[src/rtl/dfr_output_layer_if.sv]
// Reservoir stream, weight memory and output memory bundle for the DFR readout.
// master: readout block; slave: surrounding core / memories.
interface dfr_output_layer_if #(
  parameter int DATA_WIDTH        = 32,
  parameter int WEIGHT_ADDR_WIDTH = 16,
  parameter int OUTPUT_ADDR_WIDTH = 16
);
  logic                         res_valid;
  logic [DATA_WIDTH-1:0]        res_data;
  logic                         res_ready;
  logic [WEIGHT_ADDR_WIDTH-1:0] weight_addr;
  logic                         weight_rd_en;
  logic [DATA_WIDTH-1:0]        weight_data;
  logic                         out_wr_en;
  logic [OUTPUT_ADDR_WIDTH-1:0] out_addr;
  logic [DATA_WIDTH-1:0]        out_data;

  modport master (
    input  res_valid, res_data, weight_data,
    output res_ready, weight_addr, weight_rd_en,
    output out_wr_en, out_addr, out_data
  );

  modport slave (
    output res_valid, res_data, weight_data,
    input  res_ready, weight_addr, weight_rd_en,
    input  out_wr_en, out_addr, out_data
  );
endinterface

[src/rtl/dfr_output_layer.sv]
// DFR readout: weighted sum of reservoir nodes, scaled and saturated per sample.
// Optional output bias word (weight address VIRTUAL_NODES): DFR_OUTPUT_BIAS_EN.
module dfr_output_layer #(
  parameter int VIRTUAL_NODES     = 100,
  parameter int DATA_WIDTH        = 32,
  parameter int WEIGHT_ADDR_WIDTH = 16,
  parameter int OUTPUT_ADDR_WIDTH = 16,
  parameter int ACC_WIDTH         = 72,
  parameter int OUT_SHIFT         = 16
) (
  input  logic        clk,
  input  logic        rst,
  input  logic        start,
  input  logic [31:0] num_samples,
  output logic        busy,
  output logic        done,
  dfr_output_layer_if.master bus
);

  localparam int NW = $clog2(VIRTUAL_NODES + 1);
  localparam int PW = 2 * DATA_WIDTH;

  localparam logic [2:0] IDLE  = 3'd0;
  localparam logic [2:0] FETCH = 3'd1;
  localparam logic [2:0] RUN   = 3'd2;
  localparam logic [2:0] BIAS  = 3'd3;
  localparam logic [2:0] WRITE = 3'd4;
  localparam logic [2:0] DONE  = 3'd5;

  localparam logic signed [ACC_WIDTH-1:0] MAXV =
    {{(ACC_WIDTH-DATA_WIDTH+1){1'b0}}, {(DATA_WIDTH-1){1'b1}}};
  localparam logic signed [ACC_WIDTH-1:0] MINV =
    {{(ACC_WIDTH-DATA_WIDTH+1){1'b1}}, {(DATA_WIDTH-1){1'b0}}};

  logic [2:0]                  state;
  logic [NW-1:0]               node_idx;
  logic [NW-1:0]               node_nxt;
  logic [31:0]                 sample_cnt;
  logic [31:0]                 num_q;
  logic signed [ACC_WIDTH-1:0] acc;
  logic signed [ACC_WIDTH-1:0] shifted;
  logic signed [ACC_WIDTH-1:0] prod_x;
  logic signed [ACC_WIDTH-1:0] bias_x;
  logic signed [PW-1:0]        prod;
  logic [DATA_WIDTH-1:0]       sat;
  logic [DATA_WIDTH-1:0]       out_q;
  logic                        hs;
  logic                        last_node;
  logic                        last_sample;

  assign hs          = bus.res_valid && bus.res_ready;
  assign node_nxt    = node_idx + NW'(1);
  assign last_node   = node_idx == NW'(VIRTUAL_NODES - 1);
  assign last_sample = sample_cnt == num_q - 32'd1;

  // Low PW bits of the product of sign-extended operands is the exact product.
  assign prod = $signed({{DATA_WIDTH{bus.res_data[DATA_WIDTH-1]}}, bus.res_data})
              * $signed({{DATA_WIDTH{bus.weight_data[DATA_WIDTH-1]}}, bus.weight_data});
  assign prod_x = {{(ACC_WIDTH-PW){prod[PW-1]}}, prod};
  assign bias_x = {{(ACC_WIDTH-DATA_WIDTH){bus.weight_data[DATA_WIDTH-1]}},
                   bus.weight_data} <<< OUT_SHIFT;

  assign shifted = acc >>> OUT_SHIFT;

  always_comb begin
    sat = shifted[DATA_WIDTH-1:0];
    if (shifted > MAXV)
      sat = MAXV[DATA_WIDTH-1:0];
    else if (shifted < MINV)
      sat = MINV[DATA_WIDTH-1:0];
  end

  always_comb begin
    bus.res_ready    = state == RUN;
    bus.weight_rd_en = 1'b0;
    bus.weight_addr  = '0;
    case (state)
      FETCH: bus.weight_rd_en = 1'b1;
      RUN: begin
        bus.weight_rd_en = 1'b1;
        bus.weight_addr  = WEIGHT_ADDR_WIDTH'(node_idx);
`ifdef DFR_OUTPUT_BIAS_EN
        if (hs)
          bus.weight_addr = WEIGHT_ADDR_WIDTH'(node_nxt);
`else
        if (hs && !last_node)
          bus.weight_addr = WEIGHT_ADDR_WIDTH'(node_nxt);
        if (hs && last_node)
          bus.weight_rd_en = 1'b0;
`endif
      end
      WRITE: bus.weight_rd_en = !last_sample;
      default: ;
    endcase
  end

  assign bus.out_wr_en = state == WRITE;
  assign bus.out_addr  = sample_cnt[OUTPUT_ADDR_WIDTH-1:0];
  assign bus.out_data  = (state == WRITE) ? sat : out_q;

  assign busy = (state == FETCH) || (state == RUN)
             || (state == BIAS) || (state == WRITE);
  assign done = state == DONE;

  always_ff @(posedge clk) begin
    if (rst) begin
      state      <= IDLE;
      node_idx   <= '0;
      sample_cnt <= '0;
      num_q      <= '0;
      acc        <= '0;
      out_q      <= '0;
    end else begin
      case (state)
        IDLE: if (start) begin
          num_q      <= num_samples;
          sample_cnt <= '0;
          state      <= (num_samples == 32'd0) ? DONE : FETCH;
        end
        FETCH: begin
          node_idx <= '0;
          acc      <= '0;
          state    <= RUN;
        end
        RUN: if (hs) begin
          acc      <= acc + prod_x;
          node_idx <= node_nxt;
`ifdef DFR_OUTPUT_BIAS_EN
          if (last_node) state <= BIAS;
`else
          if (last_node) state <= WRITE;
`endif
        end
`ifdef DFR_OUTPUT_BIAS_EN
        BIAS: begin
          acc   <= acc + bias_x;
          state <= WRITE;
        end
`endif
        WRITE: begin
          out_q <= sat;
          if (last_sample) begin
            state <= DONE;
          end else begin
            sample_cnt <= sample_cnt + 32'd1;
            acc        <= '0;
            node_idx   <= '0;
            state      <= RUN;
          end
        end
        DONE: state <= IDLE;
        default: state <= IDLE;
      endcase
    end
  end

endmodule

[src/flat_wrapper.sv]
// flat-port wrapper written by rule: the top's interface ports become plain ports
module dfr_output_layer_flat 
#(
  parameter int VIRTUAL_NODES     = 100,
  parameter int DATA_WIDTH        = 32,
  parameter int WEIGHT_ADDR_WIDTH = 16,
  parameter int OUTPUT_ADDR_WIDTH = 16,
  parameter int ACC_WIDTH         = 72,
  parameter int OUT_SHIFT         = 16
)
  (clk, rst, start, num_samples, busy, done, bus_res_valid, bus_res_data, bus_weight_data, bus_res_ready, bus_weight_addr, bus_weight_rd_en, bus_out_wr_en, bus_out_addr, bus_out_data);
  dfr_output_layer_if #(.DATA_WIDTH(DATA_WIDTH), .WEIGHT_ADDR_WIDTH(WEIGHT_ADDR_WIDTH), .OUTPUT_ADDR_WIDTH(OUTPUT_ADDR_WIDTH)) bus_i ();
  input  logic clk;
  input  logic rst;
  input  logic start;
  input  logic [31:0] num_samples;
  output logic busy;
  output logic done;
  input wire logic [$bits(bus_i.res_valid)-1:0] bus_res_valid;
  input wire logic [$bits(bus_i.res_data)-1:0] bus_res_data;
  input wire logic [$bits(bus_i.weight_data)-1:0] bus_weight_data;
  output wire logic [$bits(bus_i.res_ready)-1:0] bus_res_ready;
  output wire logic [$bits(bus_i.weight_addr)-1:0] bus_weight_addr;
  output wire logic [$bits(bus_i.weight_rd_en)-1:0] bus_weight_rd_en;
  output wire logic [$bits(bus_i.out_wr_en)-1:0] bus_out_wr_en;
  output wire logic [$bits(bus_i.out_addr)-1:0] bus_out_addr;
  output wire logic [$bits(bus_i.out_data)-1:0] bus_out_data;
  assign bus_i.res_valid = bus_res_valid;
  assign bus_i.res_data = bus_res_data;
  assign bus_i.weight_data = bus_weight_data;
  assign bus_res_ready = bus_i.res_ready;
  assign bus_weight_addr = bus_i.weight_addr;
  assign bus_weight_rd_en = bus_i.weight_rd_en;
  assign bus_out_wr_en = bus_i.out_wr_en;
  assign bus_out_addr = bus_i.out_addr;
  assign bus_out_data = bus_i.out_data;
  dfr_output_layer #(.VIRTUAL_NODES(VIRTUAL_NODES), .DATA_WIDTH(DATA_WIDTH), .WEIGHT_ADDR_WIDTH(WEIGHT_ADDR_WIDTH), .OUTPUT_ADDR_WIDTH(OUTPUT_ADDR_WIDTH), .ACC_WIDTH(ACC_WIDTH), .OUT_SHIFT(OUT_SHIFT)) u_core (.clk(clk), .rst(rst), .start(start), .num_samples(num_samples), .busy(busy), .done(done), .bus(bus_i));
endmodule
[config.mk]
export PLATFORM = sky130hd
export DESIGN_NAME = dfr_output_layer_flat
export DESIGN_NICKNAME = d
export VERILOG_FILES = /design/src/rtl/dfr_output_layer_if.sv /design/src/rtl/dfr_output_layer.sv /design/src/flat_wrapper.sv
export SDC_FILE = /design/constraint.sdc
export NUM_CORES = 2
export LEC_CHECK = 0
export CORE_MARGIN = 1.5
export CORE_UTILIZATION = 35
export CTS_BUF_LIST = sky130_fd_sc_hd__clkbuf_16
export DETAILED_ROUTE_END_ITERATION = 10
export MAX_ROUTING_LAYER = met4
export SETUP_SLACK_MARGIN = 0.3
export SLEW_MARGIN = 10
export SYNTH_ARGS = -nofsm -noshare
export SYNTH_HDL_FRONTEND = slang
export SYNTH_SLANG_ARGS = --single-unit
export TNS_END_PERCENT = 5
[constraint.sdc]
create_clock -name clk -period 24.3 [get_ports clk]
set_clock_uncertainty 0.15 [all_clocks]
set_input_delay 2.43 -clock clk [delete_from_list [all_inputs] [get_ports clk]]
set_output_delay 2.43 -clock clk [all_outputs]
set_load 0.02 [all_outputs]
# == Word level (Yosys, flattened, before mapping) ==
# Index checks and enable logic that the tools add are counted.
# classes
n_addsub,4
mul,1
magnitude_cmp,2
eq_ne,11
n_mux,22
n_reduce_logical,16
# op_table
op,count
$pmux W72 S3,1
$mux W32,5
$mux W72,2
$add A72 B64 Y72,1
$mul A32 B32 Y64,1
$pmux W32 S2,1
$gt A56 B32 Y1 const B,1
$lt A56 B32 Y1 const B,1
$add A32 B1 Y32 const B,1
$eq A32 B32 Y1,1
$logic_not A32 Y1,1
$sub A32 B1 Y32 const B,1
$mux W7,3
$pmux W7 S3,1
$mux W16,1
$mux W3,5
$pmux W3 S4,1
$reduce_and A3 Y1,3
$ne A2 B2 Y1 const B,4
$add A7 B1 Y7 const B,1
$eq A7 B7 Y1 const B,1
$eq A3 B2 Y1 const B,2
$eq A3 B3 Y1 const B,2
$eq A3 B1 Y1 const B,1
other kinds (9),14
# totals
reg_bits,178
inputBits,100
elab_cells,62

# == Longest topological paths before layout ==
# logic_depth
ltp_word,5
mapped_depth,30

# == Worst setup path before layout ==
# OpenSTA, ideal clock, no wires.
# synth_timing
path_type,input-to-reg
from,input bus_weight_data[0]
to,register u_core.acc[62]
arrival_time_ns,11.444
t_required_ns,24.033
slack_ns,12.589
stages,27
n_path_buf,2
cell_sequence,clkbuf_1 nand2_1 fa_1 inv_1 fa_1 fa_1 inv_1 fa_1 inv_1 fa_1 fa_1 fa_1 inv_1 fa_1 inv_1 ha_1 clkbuf_1 a2111oi_0 o211ai_1 a32oi_1 nand2_1 a2111oi_0 nor3_1 nor3_1 o21ai_0 xor2_1 a22o_1
# synth_via
elab_chain_cells,4
# synth_rtl
element,line,source
"start, declared",flat_wrapper.sv:21,input wire logic [$bits(bus_i.weight_data)-1:0] bus_weight_data;
$mul A32 B32 Y64,dfr_output_layer.sv:58,"* $signed({{DATA_WIDTH{bus.weight_data[DATA_WIDTH-1]}}, bus.weight_data});"
$add A72 B64 Y72,dfr_output_layer.sv:126,acc <= acc + prod_x;
$mux W72,dfr_output_layer.sv:125,RUN: if (hs) begin
$pmux W72 S3,dfr_output_layer.sv:114,case (state)
"end signal, assigned",dfr_output_layer.sv:126,
"end, declared",dfr_output_layer.sv:40,logic signed [ACC_WIDTH-1:0] acc;
# No other way between the ends. The select of a mux whose other input is x is not followed.
# A chain may end at the register's enable or synchronous reset.

# == Worst setup path in the final report ==
# layout_timing
from,input bus_res_data[31]
to,register u_core.acc[68]
# layout_via
elab_chain_cells,4
# layout_rtl
element,line,source
"start, declared",flat_wrapper.sv:20,input wire logic [$bits(bus_i.res_data)-1:0] bus_res_data;
$mul A32 B32 Y64,dfr_output_layer.sv:58,
$add A72 B64 Y72,dfr_output_layer.sv:126,
$mux W72,dfr_output_layer.sv:125,
$pmux W72 S3,dfr_output_layer.sv:114,
# No other way between the ends. The select of a mux whose other input is x is not followed.

==> metrics <==
outcome completed; GR Util met3 0.01686; routability cong. roughly 0.98; Req. time, crit path 24.49 ns; sequential area share after synthesis 0.07064; CTS tree done; Most Crowded Layer GR met2; M2 GR Usage 0.3187; Slew Viols, Final 0; met1 Resource Use GR 0.2737; Post-synth EDFFs 0; Die H 382.6 um; Primary FF master, synth dfxtp_1; clock-pin transition on the worst setup and hold timing paths 0.08 ns; Layout fillers around 15000; Hold Crit Start u_core.acc[6]$_SDFFE_PP0P_; hold path endpoint u_core.acc[6]$_SDFFE_PP0P_; commonest non-fill, non-tap cell in the layout inv_1; Post-CTS Repair Setup Buffers 0; Num CTS Buffers 17; slowest cell on the critical path inv_2; Max stage delay on crit path just under 0.8 ns; slew margin rel. 0.2476; Max Cap Viol 0; most frequent CP cell fa_1; post-route setup slack 12.72 ns; vias in the first global route 40037; critical path class input port to flip-flop; All-Layer GR Usage 0.1977; period utilisation layout 0.4763; Overflow after GRT 0; Syn Area/Cell 8.936 um^2; Synth cell types 75; Crit. End Element flip-flop; largest net degree at the start of global routing 57; Via density 4.850; Area contributors post-synth fa_1 51%, inv_1 9.8%, nand2_1 7.4%; Mapped Area 0.05044 mm^2; setup TNS 0 ns; FF-to-FF Start u_core.acc[23]$_SDFFE_PP0P_; clk sinks 178; Hold-fix buffers, CTS 0; Die X 382.6 um; area share of the leading cell type in the synthesized netlist 0.5096; Post-CTS Resized 0; Async S/R FF share, synth 0; Fin. Hold Viols 0; DRC viols 0; most frequent cells in the layout 1317 x inv_1, 1283 x fa_1, 989 x nand2_1; drt pass-1 iters 7; CP arrival 11.77 ns; worst reg2reg setup slack 15.53 ns; Clock H-tree levels 4; Period minus WS final about 12 ns; DR vias ~36000; slew of the pin with the lowest slew margin 1.129 ns; I/O pins between 150 and 200; RSZ-0062 raised after global routing false; Clock Path Buffers 2; Synth Instances 5645; Final nets around 7200; Routed Antenna Nets 0; number of synthesized register bits 178; DRT Wirelength 134400 um; clock latency on the worst-skew pair 0.45 ns; HPWL after DPL 113900 um; Critical Path Start Type input port; pre-CTS setup slack between 10 and 15 ns; clock root buffer clkbuf_16; R2R Path End u_core.acc[65]$_SDFFE_PP0P_; first-pass GRT wire length about 220000 um; Die Area 0.1464 mm^2; I/O Buffers 159; Max Freq 86.39 MHz; Cell Rows 139; Worst Hold Class flip-flop to flip-flop; hold-critical path depth 2; Starting Density 0.3520; layout cells sized above 1 0.02605; synth warn 0; Synth-to-Final Area Change 7.565%; initial antenna violation count 1; drt wl/cell 17.90 um; critical path peak fanout 39; Initial DRC Count 2052; # setup viols final 0; core footprint roughly 0.14 mm^2; Register-to-Register Path Depth 25; cell taking the most area after synthesis fa_1
layer usage:
layer,part of all wire,vias up
met5,0,-
met4,0.018,0
met3,0.046,98
met2,0.48,895
met1,0.46,19011
li1,-,16414
per-stage QoR:
stage / instance area (um^2) / hold slack (ns) / util / std cells
floorplan: 50470 / 0.2819 / - / 5653
global placement: 53680 / 0.2912 / 0.3746 / 7476
detailed placement: 53680 / 0.2935 / 0.3746 / 7476
CTS: 54260 / 0.3052 / 0.3786 / 7508
global route: 54260 / 0.3272 / 0.3786 / 7508
finish: 54260 / 0.3029 / 0.3786 / 7509
how the worst max path moves through the flow:
stage | from | to | slack [ns] | depth (start not counted)
after floorplan | bus_weight_data[0] | u_core.acc[62]$_SDFFE_PP0P_ | 12.59 | 27
final | bus_res_data[31] | u_core.acc[68]$_SDFFE_PP0P_ | 12.72 | 29
after global placement | bus_res_data[31] | u_core.acc[69]$_SDFFE_PP0P_ | 12.47 | 24
after CTS | bus_res_data[31] | u_core.acc[68]$_SDFFE_PP0P_ | 12.71 | 29
after detailed placement | bus_res_data[31] | u_core.acc[68]$_SDFFE_PP0P_ | 12.27 | 29
after global routing | bus_res_data[31] | u_core.acc[68]$_SDFFE_PP0P_ | 12.27 | 29
final cells by class:
type | count | area (um^2) | share of cell area
antenna | 1 | 2.502 | 0.00004612
clock buffer | 17 | 425.4 | 0.007840
clock inverter | 15 | 151.4 | 0.002790
inverter | 1320 | 4955 | 0.09132
multi-input combinational | 3842 | 40680 | 0.7497
sequential | 178 | 3563 | 0.06567
tap | 1903 | 2381 | 0.04388
timing repair buffer | 233 | 2105 | 0.03879
cell families after synthesis:
| logic type | count (synthesis) | synth area share |
|---|---|---|
| AO/OA/AOI/OAI | 459 | 0.05591 |
| XOR/XNOR | 138 | 0.02396 |
| adder cells (fa/ha/maj) | 1522 | 0.5686 |
| buffers and inverters | 1633 | 0.1242 |
| flip-flops | 178 | 0.07064 |
| multiplexers | 7 | 0.001414 |
| other | 1 | 0.00007434 |
| AND/OR/NAND/NOR | 1707 | 0.1552 |
cells in the mapped netlist, types with 4 or more instances:
cell type and n:
nand2b_1 11, o31ai_1 13, clkbuf_1 266, or3_1 22, and2_1 296, nand4b_1 5, mux2i_1 6, a31o_2 4
a21oi_1 204, nand3b_1 5, o21ai_0 84, buf_2 10, nor3_1 38, o211ai_1 7, a22oi_1 9, inv_1 1318
o2111ai_1 7, dfxtp_1 178, or2_2 5, a2111oi_0 6, ha_1 238, nand2_1 990, nor2b_1 42, or4_1 7
buf_1 6, xor2_1 53, and3_1 18, a22o_1 9, o21a_1 9, a21o_1 30, nand3_1 58, o21ai_1 5
a211oi_1 11, xnor2_1 85, buf_4 29, nor4_1 26, a31oi_1 12, o21bai_1 16, fa_1 1284, and4_1 4
nand4_1 36, nor2_1 130
state kept, by name, indices dropped and copies added, names as in the netlist:
name / count
u_core.state: 3
u_core.sample_cnt: 32
u_core.node_idx: 7
u_core.num_q: 32
u_core.acc: 72
u_core.out_q: 32
worst max-delay path, delay by kind of cell:
| kind | cells | cell delay [ns] |
|---|---|---|
| buf+inv | 9 | 1.93 |
| fa+ha+maj | 9 | 4.52 |
| compound gates | 8 | 2.41 |
| simple gates | 3 | 0.43 |
Power is left out: the tool's default activity adds up to more than one toggle a clock period on the data nets, which glitch-free logic cannot reach.
